[config.mk]
export PLATFORM = sky130hd
export DESIGN_NAME = mac_dot_accumulator
export DESIGN_NICKNAME = d
export VERILOG_FILES = /design/src/rtl/mac_pkg.sv /design/src/rtl/mac_acc_add.sv /design/src/rtl/mac_dot_accumulator.sv
export SDC_FILE = /design/constraint.sdc
export NUM_CORES = 1
export LEC_CHECK = 0
export BUFFER_PORTS_ARGS = -buffer_cell sky130_fd_sc_hd__buf_2
export CORE_ASPECT_RATIO = 1.4
export CORE_UTILIZATION = 60
export CTS_CLUSTER_DIAMETER = 100
export DETAILED_ROUTE_END_ITERATION = 8
export PLACE_DENSITY = 0.9
export RECOVER_POWER = 100
export SLEW_MARGIN = 20
export SYNTH_ARGS = -nofsm -noshare
export SYNTH_HDL_FRONTEND = slang
export SYNTH_SLANG_ARGS = --single-unit
[constraint.sdc]
create_clock -name clk -period 5.3 [get_ports clk]
set_input_delay 0.795 -clock clk [delete_from_list [all_inputs] [get_ports clk]]
set_output_delay 0.795 -clock clk [all_outputs]
set_load 0.1 [all_outputs]
[src/rtl/mac_pkg.sv]
// Shared definitions for the dot-product accumulator slice: default widths,
// FSM state encoding and the valid/ready beat helper.
package mac_pkg;

  localparam int PROD_W_DEF = 64;
  localparam int ACC_W_DEF  = 72;
  localparam int LEN_W_DEF  = 8;

  typedef enum logic [1:0] {
    IDLE  = 2'd0,
    ACCUM = 2'd1,
    DONE  = 2'd2
  } mac_state_e;

  // A transfer happens on a cycle where both sides of a handshake agree.
  localparam logic BEAT_ON  = 1'b1;
  localparam logic BEAT_OFF = 1'b0;

  function automatic logic hs_beat(input logic valid, input logic ready);
    return (valid && ready) ? BEAT_ON : BEAT_OFF;
  endfunction

endpackage

[src/rtl/mac_acc_add.sv]
// Combinational accumulator adder: acc + zero-extended prod, with carry-out.
// Build option MAC_ACC_SATURATE_EN: when defined, a carry-out clamps the
// result to all-ones; otherwise the result wraps modulo 2^ACC_W.
module mac_acc_add
  import mac_pkg::*;
#(
  parameter int PROD_W = PROD_W_DEF,
  parameter int ACC_W  = ACC_W_DEF
) (
  input  logic [ACC_W-1:0]  acc,
  input  logic [PROD_W-1:0] prod,
  output logic [ACC_W-1:0]  next_acc,
  output logic              carry
);

  logic [ACC_W:0] sum_ext;

  // One extra bit catches the carry; an all-ones accumulator re-carries on any
  // nonzero product, so saturation persists for the rest of the reduction.
  always_comb begin
    sum_ext = {1'b0, acc} + {{(ACC_W - PROD_W + 1){1'b0}}, prod};
    carry   = sum_ext[ACC_W];
`ifdef MAC_ACC_SATURATE_EN
    next_acc = carry ? {ACC_W{1'b1}} : sum_ext[ACC_W-1:0];
`else
    next_acc = sum_ext[ACC_W-1:0];
`endif
  end

endmodule

[src/rtl/mac_dot_accumulator.sv]
// Dot-product reduction stage: sums a programmed number of products taken over
// a valid/ready input and presents the result on a registered valid/ready
// output with a sticky overflow flag.
// Build option MAC_ACC_SATURATE_EN selects saturating instead of wrapping
// accumulation (see mac_acc_add); handshake timing is the same either way.
module mac_dot_accumulator
  import mac_pkg::*;
#(
  parameter int PROD_W = PROD_W_DEF,
  parameter int ACC_W  = ACC_W_DEF,
  parameter int LEN_W  = LEN_W_DEF
) (
  input  logic              clk,
  input  logic              rst_n,
  input  logic              start,
  input  logic [LEN_W-1:0]  cfg_len,
  input  logic              in_valid,
  output logic              in_ready,
  input  logic [PROD_W-1:0] in_prod,
  output logic              out_valid,
  input  logic              out_ready,
  output logic [ACC_W-1:0]  out_acc,
  output logic [LEN_W-1:0]  out_count,
  output logic              overflow,
  output logic              busy
);

  mac_state_e       state_q, state_d;
  logic [LEN_W-1:0] len_q, len_d;
  logic [ACC_W-1:0] acc_q, acc_d;
  logic [LEN_W-1:0] count_q, count_d;
  logic             ovf_q, ovf_d;
  logic             in_ready_q, in_ready_d;
  logic             out_valid_q, out_valid_d;
  logic             busy_q, busy_d;

  logic [ACC_W-1:0] add_acc;
  logic             add_carry;
  logic [LEN_W-1:0] count_inc;

  mac_acc_add #(
    .PROD_W (PROD_W),
    .ACC_W  (ACC_W)
  ) u_add (
    .acc      (acc_q),
    .prod     (in_prod),
    .next_acc (add_acc),
    .carry    (add_carry)
  );

  assign count_inc = count_q + 1'b1;

  // Next-state and output-register logic; everything holds unless a case acts.
  always_comb begin
    state_d     = state_q;
    len_d       = len_q;
    acc_d       = acc_q;
    count_d     = count_q;
    ovf_d       = ovf_q;
    in_ready_d  = in_ready_q;
    out_valid_d = out_valid_q;
    busy_d      = busy_q;
    unique case (state_q)
      IDLE: begin
        if (start) begin
          len_d   = cfg_len;
          acc_d   = '0;
          count_d = '0;
          ovf_d   = 1'b0;
          busy_d  = 1'b1;
          if (cfg_len == '0) begin
            state_d     = DONE;
            out_valid_d = 1'b1;
          end else begin
            state_d    = ACCUM;
            in_ready_d = 1'b1;
          end
        end
      end
      ACCUM: begin
        if (hs_beat(in_valid, in_ready_q)) begin
          acc_d   = add_acc;
          count_d = count_inc;
          ovf_d   = ovf_q | add_carry;
          if (count_inc == len_q) begin
            state_d     = DONE;
            in_ready_d  = 1'b0;
            out_valid_d = 1'b1;
          end
        end
      end
      DONE: begin
        if (hs_beat(out_valid_q, out_ready)) begin
          state_d     = IDLE;
          out_valid_d = 1'b0;
          busy_d      = 1'b0;
        end
      end
      default: begin
        state_d     = IDLE;
        in_ready_d  = 1'b0;
        out_valid_d = 1'b0;
        busy_d      = 1'b0;
      end
    endcase
  end

  // State and output registers; reset discards any partial reduction.
  always_ff @(posedge clk or negedge rst_n) begin
    if (!rst_n) begin
      state_q     <= IDLE;
      len_q       <= '0;
      acc_q       <= '0;
      count_q     <= '0;
      ovf_q       <= 1'b0;
      in_ready_q  <= 1'b0;
      out_valid_q <= 1'b0;
      busy_q      <= 1'b0;
    end else begin
      state_q     <= state_d;
      len_q       <= len_d;
      acc_q       <= acc_d;
      count_q     <= count_d;
      ovf_q       <= ovf_d;
      in_ready_q  <= in_ready_d;
      out_valid_q <= out_valid_d;
      busy_q      <= busy_d;
    end
  end

  assign in_ready  = in_ready_q;
  assign out_valid = out_valid_q;
  assign out_acc   = acc_q;
  assign out_count = count_q;
  assign overflow  = ovf_q;
  assign busy      = busy_q;

endmodule

Word-level counts from Yosys, hierarchy flattened
Cells that the tools add are included.
{"block": "word_totals", "word_cells": 63, "in_bits": 77, "ff_bits": 94, "mem_bits_rw": 0, "output_inout_bits": 84, "rom_bits": 0, "latchBits": 0, "mem_count": 0}
{"block": "op_classes", "mux": 30, "bitwise": 3, "mul": 0, "eq_ne": 9, "addsub": 2, "magnitude_cmp": 0, "n_reduce_logical": 11, "div": 0, "shift": 0}
{"op": "two-way mux 72 bit", "count": 2}
{"op": "case mux 72 bit (2 select lines)", "count": 1}
{"op": "adder 72 x 64 -> 73 bit", "count": 1}
{"op": "two-way mux 8 bit", "count": 2}
{"op": "case mux 8 bit (2 select lines)", "count": 1}
{"op": "two-way mux 1 bit", "count": 14}
{"op": "inequality test 2 bit (second input constant)", "count": 6}
{"op": "two-way mux 2 bit", "count": 5}
{"op": "AND reduction 5 bit", "count": 2}
{"op": "case mux 1 bit (3 select lines)", "count": 3}
{"op": "adder 8 x 1 -> 8 bit (second input constant)", "count": 1}
{"op": "equality test 8 bit", "count": 1}
{"op": "logical NOT 8 bit", "count": 1}
{"op": "case mux 2 bit (3 select lines)", "count": 1}
{"op": "AND reduction 3 bit", "count": 2}
{"op": "AND reduction 4 bit", "count": 1}
{"op": "equality test 2 x 1 -> 1 bit (second input constant)", "count": 1}
{"op": "equality test 2 bit (second input constant)", "count": 1}
{"op": "logical AND 1 bit", "count": 2}
{"op": "logical NOT 2 bit", "count": 1}
{"op": "inverter 1 bit", "count": 2}
{"op": "case mux 1 bit (2 select lines)", "count": 1}
{"op": "AND reduction 2 bit", "count": 1}
{"op": "nonzero test 2 bit", "count": 1}
{"op": "OR 1 bit", "count": 1}

Logic depth before layout (Yosys ltp)
{"block": "depth", "ltp_word": 5, "ltp_mapped": 12, "ltp_nobuf": 12}

By module
Synthesis repeated with hierarchy kept, for this count alone.
{"block": "hier_totals", "hier_cells": 1057, "area_unflattened_um2": 8092.8}
{"module": "mac_acc_add", "cells_per_inst": 602, "seq_area_each_um2": 0.0, "area_each_um2": 4056.4, "instances": 1}
{"module": "mac_dot_accumulator", "cells_per_inst": 455, "seq_area_each_um2": 2352.3, "area_each_um2": 4036.4, "instances": 1}

Least setup slack after synthesis
OpenSTA, ideal clock, no wires.
{"block": "synth_timing", "path_type": "register to register", "startpoint": "register acc_q[1] (netlist: out_acc[1])", "endpoint": "register acc_q[59] (netlist: out_acc[59])", "setup_ns": 0.128, "required_time_ns": 5.172, "synth_period_minus_slack_ns": 3.783, "path_buffers": 0, "path_slack_ns": 1.517, "stages_incl_launch_ff": 12, "arrival_ns": 3.655, "cell_sequence": "dfrtp_1 > ha_1 > a211o_1 > a211oi_2 > o221ai_2 > a41oi_1 > o32ai_1 > o41ai_2 > o41ai_2 > a311oi_1 > mux2i_1 > nand3_1"}
{"block": "synth_between", "elab_chain_cells": 3}
{"element": "start: declaration", "line_no": "mac_dot_accumulator.sv:30", "text": "logic [ACC_W-1:0] acc_q, acc_d;"}
{"element": "start signal: assignment", "line_no": "mac_dot_accumulator.sv:113", "text": "acc_q <= '0;"}
{"element": "start signal: assignment", "line_no": "mac_dot_accumulator.sv:122", "text": "acc_q <= acc_d;"}
{"element": "adder 72 x 64 -> 73 bit", "line_no": "mac_acc_add.sv:21", "text": "sum_ext = {1'b0, acc} + {{(ACC_W - PROD_W + 1){1'b0}}, prod};"}
{"element": "two-way mux 72 bit", "line_no": "mac_dot_accumulator.sv:81", "text": "if (hs_beat(in_valid, in_ready_q)) begin"}
{"element": "case mux 72 bit (2 select lines)", "line_no": "mac_dot_accumulator.sv:63", "text": "unique case (state_q)"}
No other way between the ends. The select of a mux whose other input is x is not followed.
A chain may end at the register's enable or synchronous reset.

Worst setup path after layout
{"block": "layout_timing", "startpoint": "input port in_prod[10]", "endpoint": "register acc_q[67] (netlist: out_acc[67])"}
{"block": "layout_between", "elab_chain_cells": 3}
{"element": "start: declaration", "line_no": "mac_dot_accumulator.sv:19", "text": "input logic [PROD_W-1:0] in_prod,"}
{"element": "adder 72 x 64 -> 73 bit", "line_no": "mac_acc_add.sv:21"}
{"element": "two-way mux 72 bit", "line_no": "mac_dot_accumulator.sv:81"}
{"element": "case mux 72 bit (2 select lines)", "line_no": "mac_dot_accumulator.sv:63"}
No other way between the ends. The select of a mux whose other input is x is not followed.

==> results.json <==
{
  "end_kind": "register",
  "reg2reg_depth": 11,
  "clk-insertion-delay-late_ps": 350,
  "synth_area_um2": 7530,
  "die_h_um": 135,
  "r2r_start": "out_acc[10]$_DFFE_PN0P_",
  "ys.flop_type": "dfrtp_1",
  "synth_top_area_cell": "dfrtp_1",
  "avgSynthCellArea_um2": 8.29,
  "busiest_layer": "met2",
  "yosysWarnings": 0,
  "vias_per_cell": 6.23,
  "crit_type": "in2reg",
  "start_util_pct": 61.2,
  "synth_top_area_share_pct": 31.2,
  "ys_async_sr_fraction_pct": 100,
  "synthCells": 909,
  "timing.rr.end": "out_acc[67]$_DFFE_PN0P_",
  "synth_edf_count": 0,
  "die_w_um": 96.7,
  "wl_per_cell_um": 16.5,
  "path_clk_slew_ps": 70,
  "synthDistinctLibCells": 71,
  "ys_top_cells_by_count": "147 x nand2_1, 100 x o21ai_0, 94 x dfrtp_1",
  "crit_buf_inv": 1,
  "crit_slowest_cell": "o21ai_0",
  "stdcell_count": 1188,
  "rsz0062_at_grt": "false",
  "rrSetupSlack_ps": 1130,
  "seq_area_frac_synth_pct": 31.2,
  "hpwl_mm": 14.7,
  "cts_setup_buffers": 0,
  "grt_use_met1_pct": 34.9,
  "synth_seq_cells": 94,
  "place_inst": 1173,
  "antenna_left": 0,
  "cts_resized": 0,
  "cp_cell_sequence": "clkbuf_1 -> ha_1 -> and4_2 -> o21ai_0 -> o221ai_1 -> o311ai_0 -> and4_1 -> o31ai_1 -> a41oi_1 -> o21ai_0 -> nor4b_1 -> a211o_1",
  "area_growth_pct": 12.7,
  "synth.most_common_cell": "nand2_1",
  "violations": "max-capacitance violations, max-slew violations",
  "htree_levels": 3,
  "max_stage_delay_ps": 820,
  "clock_sinks": 94,
  "fin_setup_tns_ps": 0,
  "fmax_mhz": 233,
  "final-hold-violation-count": 0,
  "grt_max_degree": 68,
  "core_area_um2": 12300,
  "postCtsHoldBufs": 0,
  "slew_viol_final": 124,
  "relSlewSlack_pct": -16.5,
  "cts_root_buf": "clkbuf_16",
  "io_buffers": 160,
  "cts_tree": "yes",
  "drt-initial-drc-count": 458,
  "cp-start-kind": "input port",
  "use_met3_pct": 5.85,
  "setup_viol": 0,
  "required_ps": 5540,
  "clock_skew_ps": 7.28,
  "rows": 48,
  "arrival_ps": 4540,
  "drt-pass1-iter-count": 5,
  "grt_pass1_vias": 7159,
  "period_needed_ps": 4300,
  "die_area_um2": 13000,
  "grt_overflow": 0,
  "cp_common_cell": "o21ai_0",
  "drive_gt1_share_pct": 9.83,
  "cts_inserted_buffers": 9,
  "use_met2_pct": 53.0,
  "track_usage_pct": 29.8,
  "grt_pass1_wl_mm": 32.3,
  "nFillCells": 1002,
  "antennaDiodeCount": 0,
  "path_delay_family": "compound AO/OA/AOI/OAI gates",
  "pin_count": 161,
  "syn_nets": 1052,
  "antenna_found_initial": 0,
  "gp_congestion": 0.952,
  "hold_end": "out_acc[70]$_DFFE_PN0P_",
  "worst-slew-pin-transition_ps": 1740,
  "max-clock-path-buffers": 2,
  "hold_path_class": "reg2reg",
  "maxCapViolations": 3,
  "routed_wirelength_mm": 19.7,
  "drc_errors": 0,
  "min_path_cells": 1,
  "min_period_over_period_pct": 81.1,
  "hp-start": "out_acc[70]$_DFFE_PN0P_",
  "num_vias": 7397,
  "synth_area_leaders": "dfrtp_1 31%, ha_1 11%, nand2_1 7.3%",
  "run_status": "finished with violations",
  "layout.nets": 1177,
  "critical_path.max_fanout": 9
}
through the flow:
step	setup WS (ps)	hold WS, ps	util, %	cell area, um2
2_1_floorplan	1520	465	-	7530
5_1_grt	691	510	69.0	8490
4_1_cts	1550	379	70.5	8680
6_report	1000	491	69.0	8490
3_3_place_gp	1330	471	67.9	8360
3_5_place_dp	1220	482	67.9	8360
metal layers:
layer | part of all wire, % | wire length [um] | vias up
met2 | 50 | 9760 | 292
met4 | 3.2 | 626 | 0
met3 | 7.0 | 1370 | 59
li1 | - | - | 3576
met1 | 40 | 7900 | 3470
met5 | 0 | 0 | -
worst reg2reg max path: cells and delay by family (launching register included):
kind / cells / cell delay, ps
AO/OA/AOI/OAI: 7 / 2590
AND/OR/NAND/NOR: 3 / 660
flip-flops: 1 / 410
adder cells (fa/ha/maj): 1 / 390
registers in the layout, indices dropped and copies added, names as in the netlist:
name       count
out_acc       72
len_q          8
out_count      8
state_q        2
busy           1
in_ready       1
out_valid      1
overflow       1
how the worst max path moves through the flow:
stage | from | to | slack, ps | cells after the start
floorplan | out_acc[1]$_DFFE_PN0P_ | out_acc[59]$_DFFE_PN0P_ | 1520 | 11
global placement | in_prod[1] | out_acc[59]$_DFFE_PN0P_ | 1330 | 12
detailed placement | in_prod[1] | out_acc[59]$_DFFE_PN0P_ | 1220 | 12
CTS | in_prod[1] | out_acc[59]$_DFFE_PN0P_ | 1550 | 12
global route | in_prod[10] | out_acc[65]$_DFFE_PN0P_ | 690 | 12
finish | in_prod[10] | out_acc[67]$_DFFE_PN0P_ | 1000 | 12
cells in the final DEF, fill, tap and decap left out, types with 4 or more instances in the layout:
cell and n:
o31ai_1 8, o211ai_1 5, nor4_1 4, o21bai_1 11, o21ai_0 102, dfrtp_1 94, buf_2 73, a21o_1 50
a211oi_1 5, and2_1 4, nor3b_1 4, xor2_1 33, a21o_2 4, xnor2_1 39, clkbuf_1 89, nor4b_1 9
clkbuf_16 9, nand2_1 147, a211o_1 5, inv_1 14, nor3_1 10, nor2_1 38, and3_1 13, mux2i_1 5
a21oi_1 74, a22o_1 7, ha_1 65, a31oi_1 13, nand3_1 19, nand4_1 21
cell families (layout without fill, tap and decap cells):
logic type                 count (synthesis)  count (layout)  synth area share (%)
AOI/OAI and AO/OA                        316             316                  27.0
DFF                                       94              94                  31.2
buffers and inverters                     64             193                  3.31
adders and majority gates                 66              66                  11.1
muxes                                      5               5                 0.664
and+or+nand+nor                          292             292                  18.4
xor gates and xnor gates                  72              72                  8.37
final cells by class:
type	count	area (um2)	share of cell area [%]
well taps	150	188	2.21
multi-input cells	751	4870	57.3
clock inverters	3	68.8	0.810
repair buffers	164	717	8.44
flip-flops and latches	94	2350	27.7
inverters	14	52.6	0.619
clock buffers	12	246	2.90
Power is not shown: default switching activity piles up to over one toggle a cycle in this logic, so the estimate is an artifact.
